## src/rtl/data_mem_ctrl_pkg.sv

```systemverilog
// data_mem_ctrl_pkg: shared widths, address map and access-size encodings.
package data_mem_ctrl_pkg;
  localparam int ADDRESS_BUS_WIDTH = 10;
  localparam int DATA_BUS_WIDTH = 64;
  localparam int DATA_BASE = 512;
  localparam int NUM_DATA_ADDRESSES = 512;
  typedef logic [ADDRESS_BUS_WIDTH-1:0] addr_t;
  typedef logic [DATA_BUS_WIDTH-1:0] data_t;
  localparam logic [1:0] SZ_BYTE = 2'd0;
  localparam logic [1:0] SZ_HALF = 2'd1;
  localparam logic [1:0] SZ_WORD = 2'd2;
  localparam logic [1:0] SZ_DOUBLE = 2'd3;
  localparam addr_t BASE_ADDR = addr_t'(DATA_BASE);
  localparam addr_t MAX_OFF = addr_t'(NUM_DATA_ADDRESSES - 8);
  function automatic data_t size_mask(logic [1:0] size);
    return size == SZ_DOUBLE ? '1 : (data_t'(1) << (8 << size)) - data_t'(1);
  endfunction
endpackage

```

## src/rtl/data_mem_ctrl_if.sv

```systemverilog
// data_mem_ctrl_if: CPU request/response and data_ram request pins of the load/store controller.
interface data_mem_ctrl_if;
  import data_mem_ctrl_pkg::*;
  logic cpu_req;
  logic cpu_we;
  logic [1:0] cpu_size;
  logic cpu_signed;
  addr_t cpu_addr;
  data_t cpu_wdata;
  logic cpu_busy;
  logic cpu_done;
  logic cpu_fault;
  data_t cpu_rdata;
  logic cs;
  logic memRead;
  logic memWrite;
  addr_t address;
  data_t writeData;
  data_t readData;
  modport slave (
    input cpu_req, cpu_we, cpu_size, cpu_signed, cpu_addr, cpu_wdata, readData,
    output cpu_busy, cpu_done, cpu_fault, cpu_rdata, cs, memRead, memWrite, address, writeData
  );
  modport master (
    output cpu_req, cpu_we, cpu_size, cpu_signed, cpu_addr, cpu_wdata, readData,
    input cpu_busy, cpu_done, cpu_fault, cpu_rdata, cs, memRead, memWrite, address, writeData
  );
endinterface

```

## src/rtl/data_mem_ctrl_mem_align_unit.sv

```systemverilog
// mem_align_unit: merges store bytes into a read doubleword and extracts/extends load data.
module mem_align_unit
  import data_mem_ctrl_pkg::*;
(
  input  logic [1:0] i_size,
  input  logic       i_signed,
  input  data_t      i_raw,
  input  data_t      i_wdata,
  output data_t      o_merged,
  output data_t      o_load
);
  data_t w_mask;
  logic w_sign;
  assign w_mask = size_mask(i_size);
  assign w_sign = i_size == SZ_BYTE ? i_raw[7] :
                  i_size == SZ_HALF ? i_raw[15] :
                  i_size == SZ_WORD ? i_raw[31] : i_raw[63];
  assign o_merged = (i_raw & ~w_mask) | (i_wdata & w_mask);
  // for doubles the mask is all ones, so the extension term vanishes
  assign o_load = (i_raw & w_mask) | (i_signed && w_sign ? ~w_mask : '0);
endmodule

```

## src/rtl/data_mem_ctrl.sv

```systemverilog
// data_mem_ctrl: one-at-a-time load/store controller in front of data_ram,
// with range/alignment checks and read-modify-write for sub-doubleword stores.
module data_mem_ctrl
  import data_mem_ctrl_pkg::*;
(
  input logic clk,
  input logic reset_n,
  data_mem_ctrl_if.slave bus
);
  typedef enum logic [2:0] {IDLE, RD, RD_WAIT, WR, DONE} state_t;
  state_t r_state;
  logic r_we, r_signed, r_busy, r_done, r_fault, r_cs, r_rd, r_wr;
  logic [1:0] r_size;
  addr_t r_addr;
  data_t r_wdata, r_wdat_out, r_rdata;
  addr_t w_off;
  logic w_mis, w_fault, w_dbl_st;
  data_t w_merged, w_load;
  assign w_off = bus.cpu_addr - BASE_ADDR;
  assign w_mis = |(bus.cpu_addr[2:0] & ~3'(3'b111 << bus.cpu_size));
  assign w_fault = bus.cpu_addr < BASE_ADDR || w_off > MAX_OFF || w_mis;
  assign w_dbl_st = bus.cpu_we && bus.cpu_size == SZ_DOUBLE;
  mem_align_unit u_align (
    .i_size(r_size), .i_signed(r_signed), .i_raw(bus.readData),
    .i_wdata(r_wdata), .o_merged(w_merged), .o_load(w_load)
  );
  always_ff @(posedge clk or negedge reset_n)
    if (!reset_n) begin
      r_state <= IDLE;
      {r_we, r_signed, r_busy, r_done, r_fault, r_cs, r_rd, r_wr} <= '0;
      r_size <= '0;
      r_addr <= '0;
      r_wdata <= '0;
      r_wdat_out <= '0;
      r_rdata <= '0;
    end else
      case (r_state)
        IDLE: if (bus.cpu_req) begin
          r_we <= bus.cpu_we;
          r_size <= bus.cpu_size;
          r_signed <= bus.cpu_signed;
          r_wdata <= bus.cpu_wdata;
          r_addr <= w_off;
          r_wdat_out <= bus.cpu_wdata;
          r_busy <= 1'b1;
          r_done <= w_fault;
          r_fault <= w_fault;
          r_cs <= !w_fault;
          r_rd <= !w_fault && !w_dbl_st;
          r_wr <= !w_fault && w_dbl_st;
          r_state <= w_fault ? DONE : w_dbl_st ? WR : RD;
        end
        RD: r_state <= RD_WAIT;
        // readData is valid here; stores go on to write back the merged doubleword
        RD_WAIT: begin
          r_state <= r_we ? WR : DONE;
          r_rd <= 1'b0;
          r_wr <= r_we;
          r_cs <= r_we;
          r_done <= !r_we;
          r_wdat_out <= w_merged;
          if (!r_we) r_rdata <= w_load;
        end
        WR: begin
          r_state <= DONE;
          r_cs <= 1'b0;
          r_wr <= 1'b0;
          r_done <= 1'b1;
        end
        DONE: begin
          r_state <= IDLE;
          r_done <= 1'b0;
          r_fault <= 1'b0;
          r_busy <= 1'b0;
        end
        default: r_state <= IDLE;
      endcase
  assign bus.cpu_busy = r_busy;
  assign bus.cpu_done = r_done;
  assign bus.cpu_fault = r_fault;
  assign bus.cpu_rdata = r_rdata;
  assign bus.cs = r_cs;
  assign bus.memRead = r_rd;
  assign bus.memWrite = r_wr;
  assign bus.address = r_addr;
  assign bus.writeData = r_wdat_out;
endmodule

```

## src/flat_wrapper.sv

```systemverilog
// flat-port wrapper written by rule: the top's interface ports become plain ports
module data_mem_ctrl_flat import data_mem_ctrl_pkg::*;
  (clk, reset_n, bus_cpu_req, bus_cpu_we, bus_cpu_size, bus_cpu_signed, bus_cpu_addr, bus_cpu_wdata, bus_readData, bus_cpu_busy, bus_cpu_done, bus_cpu_fault, bus_cpu_rdata, bus_cs, bus_memRead, bus_memWrite, bus_address, bus_writeData);
  data_mem_ctrl_if bus_i ();
  input logic clk;
  input logic reset_n;
  input wire logic [$bits(bus_i.cpu_req)-1:0] bus_cpu_req;
  input wire logic [$bits(bus_i.cpu_we)-1:0] bus_cpu_we;
  input wire logic [$bits(bus_i.cpu_size)-1:0] bus_cpu_size;
  input wire logic [$bits(bus_i.cpu_signed)-1:0] bus_cpu_signed;
  input wire logic [$bits(bus_i.cpu_addr)-1:0] bus_cpu_addr;
  input wire logic [$bits(bus_i.cpu_wdata)-1:0] bus_cpu_wdata;
  input wire logic [$bits(bus_i.readData)-1:0] bus_readData;
  output wire logic [$bits(bus_i.cpu_busy)-1:0] bus_cpu_busy;
  output wire logic [$bits(bus_i.cpu_done)-1:0] bus_cpu_done;
  output wire logic [$bits(bus_i.cpu_fault)-1:0] bus_cpu_fault;
  output wire logic [$bits(bus_i.cpu_rdata)-1:0] bus_cpu_rdata;
  output wire logic [$bits(bus_i.cs)-1:0] bus_cs;
  output wire logic [$bits(bus_i.memRead)-1:0] bus_memRead;
  output wire logic [$bits(bus_i.memWrite)-1:0] bus_memWrite;
  output wire logic [$bits(bus_i.address)-1:0] bus_address;
  output wire logic [$bits(bus_i.writeData)-1:0] bus_writeData;
  assign bus_i.cpu_req = bus_cpu_req;
  assign bus_i.cpu_we = bus_cpu_we;
  assign bus_i.cpu_size = bus_cpu_size;
  assign bus_i.cpu_signed = bus_cpu_signed;
  assign bus_i.cpu_addr = bus_cpu_addr;
  assign bus_i.cpu_wdata = bus_cpu_wdata;
  assign bus_i.readData = bus_readData;
  assign bus_cpu_busy = bus_i.cpu_busy;
  assign bus_cpu_done = bus_i.cpu_done;
  assign bus_cpu_fault = bus_i.cpu_fault;
  assign bus_cpu_rdata = bus_i.cpu_rdata;
  assign bus_cs = bus_i.cs;
  assign bus_memRead = bus_i.memRead;
  assign bus_memWrite = bus_i.memWrite;
  assign bus_address = bus_i.address;
  assign bus_writeData = bus_i.writeData;
  data_mem_ctrl u_core (.clk(clk), .reset_n(reset_n), .bus(bus_i));
endmodule
```

## config.mk

```make
export PLATFORM = sky130hd
export DESIGN_NAME = data_mem_ctrl_flat
export DESIGN_NICKNAME = d
export VERILOG_FILES = /design/src/rtl/data_mem_ctrl_pkg.sv /design/src/rtl/data_mem_ctrl_if.sv /design/src/rtl/data_mem_ctrl_mem_align_unit.sv /design/src/rtl/data_mem_ctrl.sv /design/src/flat_wrapper.sv
export SDC_FILE = /design/constraint.sdc
export NUM_CORES = 1
export LEC_CHECK = 0
export ABC_CLOCK_PERIOD_IN_PS = 2760
export BUFFER_PORTS_ARGS = -buffer_cell sky130_fd_sc_hd__buf_4
export CAP_MARGIN = 20
export CORE_AREA = 10 10 199 201
export DETAILED_ROUTE_END_ITERATION = 12
export DIE_AREA = 0 0 209 211
export PLACE_DENSITY = 0.58
export SETUP_SLACK_MARGIN = 0.15
export SYNTH_ARGS = -nofsm -noshare
export SYNTH_HDL_FRONTEND = slang
export SYNTH_SLANG_ARGS = --single-unit
```

## constraint.sdc

```tcl
create_clock -name clk -period 2.76 [get_ports clk]
set_input_delay 0.552 -clock clk [delete_from_list [all_inputs] [get_ports clk]]
set_output_delay 0.552 -clock clk [all_outputs]
set_load 0.03 [all_outputs]
```

==> flow_summary.toml <==
[logic_synthesis]
ys_seq_area_frac = 0.588
synthTopCellsByCount = "nand2_1 (360), dfrtp_1 (215), a21oi_1 (79)"
yosys.area_share.simple = 0.196
syn_avg_cell_area_um2 = 9.42
yosysMostFrequentCell = "nand2_1"
muxShareOfSynthArea = 0.0395
synth-main-ff-cell = "dfrtp_1"
synth-seq-cells = 215
synthesis.area_mm2 = 0.00915
yosys-top-cells-area = "dfrtp_1 (59%), nand2_1 (15%), a221o_1 (5.3%), a21oi_1 (4.3%), nor2_1 (3.1%)"
yosysWarningCount = 0
postSynth.asyncResetShare = 1.00
synth_edf_count = 0
synth_top_family_by_area = "simple AND/OR/NAND/NOR gates"
synth_nets = 1116
yosysTopAreaCellShare = 0.588
synth_compound_area_frac = 0.142
synthAdderAreaFrac = 0
synth-xor-area-share = 0
syn_inst = 971
synth_top_area_cell = "dfrtp_1"
synth_cell_types = 40

[sta]
final_min_period_over_clock_period = 0.796
period_needed_ns = 2.20
finalMaxSlewViolations = 0
finalSetupViolCount = 0
worst_hold_slack_ns = 0.224
fin_skew_ns = 0.0142
worstMarginPinSlew_ns = 0.860
hold_violations = 0
clock.fmax_mhz = 455
setup-tns-final_ns = 0
max_slew_margin = 0.425
rsz0062_at_grt = "no"

[routing]
vias = 7903
routed_wl_mm = 31.7
drt-initial-drc-count = 533
drc = 0
viasPerCell = 4.61
dr.pass1.iters = 6
antenna_left = 0
wl_per_cell_um = 18.5

[worst_hold_path]
holdPathEnd = "u_core.r_wdata[49]$_DFFE_PN0P_"
holdCritStartpoint = "bus_cpu_wdata[49]"
hold_depth = 3
hp-class = "input port to flop"

[power]
powerDensity_mw_per_mm2 = 1350
vdd_drop_max_uv = 708
power.leakage_nw = 6.13

[floorplanning]
coreArea_mm2 = 0.0354
die_w_um = 209
rows = 69
ioPinCount = 289
dieArea_mm2 = 0.0441
die_h_um = 211
start_util = 0.259

[clock_network]
numClockSinks = 215
numCtsBuffers = 26
clk_latency_ns = 0.53
h-tree-depth = 1
clk_path_buf_depth = 3
hold_buffers = 1
cts-root-buf = "clkbuf_16"
cts_tree = "yes"
postCtsSetupBuffers = 0
clk_pin_slew_worst_paths_ns = 0.06
cts_resized = 0

[layout]
fillers = 3622
nets = 1379
drive_above_1_share = 0.295
area_growth_pct = 38.8

[critical_path]
worstReg2RegStart = "u_core.r_state[2]$_DFFE_PN0P_"
required_ns = 3.22
end_kind = "flop"
r2r_setup_slack_ns = 0.56
crit_type = "flop to flop"
critical_path.slowest_cell = "nor2_4"
path_max_fanout = 30
cp_cell_sequence = "nor3b_1, nor2_4, buf_4, a221o_1"
r2r-end = "u_core.bus.writeData[29]$_DFFE_PN0P_"
worstPathArrival_ns = 2.65
reg2reg_depth = 4
cp-start-kind = "flop"
crit_path_max_incr_delay_ns = 0.68

[outcome]
status = "complete, no violations"

[global_route]
grtUsageTotal = 0.138
antenna_found_initial = 2
overflow = 0
grt_max_degree = 125
grt_pass1_wl_mm = 49.5
grt_pass1_vias = 8335

[flow_run]
max_cap_viol_count = 0

[placement]
port_buffers = 288
dp_hpwl_mm = 22.1
place_congestion = 0.773
-- worst max-delay path: cells and delay by family, from the launching register on --
| kind | cells | cell delay (ns) |
|---|---|---|
| and+or+nand+nor | 2 | 0.84 |
| buffers and inverters | 1 | 0.51 |
| AOI/OAI and AO/OA | 1 | 0.22 |
| DFF | 1 | 0.56 |
-- through the flow --
stage | instances | setup slack, ns | util | total power [mW] | instance area [um2]
detailed placement | 1666 | 0.405 | 0.334 | 13.8 | 11800
finish | 1714 | 0.564 | 0.359 | 17.1 | 12700
global placement | 1666 | 0.427 | 0.334 | 13.7 | 11800
global route | 1713 | 0.390 | 0.359 | 18.2 | 12700
CTS | 1713 | 0.553 | 0.359 | 17.4 | 12700
floorplan | 971 | 0.973 | - | 10.6 | 9150
-- final cells by class --
type | instances | area, um2 | area share
clock buffer | 38 | 797 | 0.0627
inverter | 1 | 3.75 | 0.000296
tap | 461 | 577 | 0.0454
antenna | 1 | 2.50 | 0.000197
sequential | 215 | 5380 | 0.424
multi-input combinational | 681 | 3460 | 0.273
clock inverter | 8 | 72.6 | 0.00571
timing repair buffer | 309 | 2400 | 0.189
-- registers in the layout, summed over array words and instances (netlist names), 2 cells and up --
register / flops
u_core.bus.address: 10
u_core.bus.cpu_rdata: 64
u_core.bus.writeData: 64
u_core.r_size: 2
u_core.r_state: 3
u_core.r_wdata: 64
-- report_power, final --
group          internal, mW  leakage, nW  switching, mW  total [mW]
registers              4.69         2.56          0.988        5.68
logic                  2.94         3.14           5.02        7.96
clock network          2.08        0.424           1.37        3.45
-- logic make-up after synthesis --
logic type,Yosys count
compound gates,188
flops,215
simple gates,458
buf+inv,75
mux,35
-- how the worst max path moves through the flow --
stage / from / endpoint / slack [ns] / cells after the start
2_1_floorplan: u_core.r_state[2]$_DFFE_PN0P_ / u_core.bus.cpu_rdata[2]$_DFFE_PN0P_ / 0.97 / 5
3_3_place_gp: bus_cpu_req / u_core.bus.writeData[46]$_DFFE_PN0P_ / 0.43 / 5
3_5_place_dp: bus_cpu_req / u_core.bus.writeData[29]$_DFFE_PN0P_ / 0.40 / 5
4_1_cts: u_core.r_state[2]$_DFFE_PN0P_ / u_core.bus.writeData[29]$_DFFE_PN0P_ / 0.55 / 4
5_1_grt: u_core.r_state[2]$_DFFE_PN0P_ / u_core.bus.writeData[21]$_DFFE_PN0P_ / 0.39 / 4
6_report: u_core.r_state[2]$_DFFE_PN0P_ / u_core.bus.writeData[29]$_DFFE_PN0P_ / 0.56 / 4
-- cell usage in the layout (no fill, tap or decap), types with 2 or more instances in the layout --
cell,instances
a21o_1,3
a221o_1,48
a21oi_1,79
clkbuf_8,8
o211ai_1,9
nand2_1,360
nor2_4,2
nor2_1,74
mux2i_1,26
a22o_1,2
dfrtp_1,214
clkinvlp_4,3
o21ai_0,6
a31oi_1,32
clkbuf_16,27
nand3_1,9
mux2_2,9
clkbuf_1,3
buf_4,301
buf_12,6
clkinv_2,4
nor3_1,2
-- metal layers --
layer  track usage  up-vias  wire length, um
met5             0        -               13
met4        0.0372        2              709
met3        0.0386       41             2140
met2         0.230      222            15200
met1         0.173     3828            13600
li1              -     3810                -
Power figures use the tool's default switching activity.
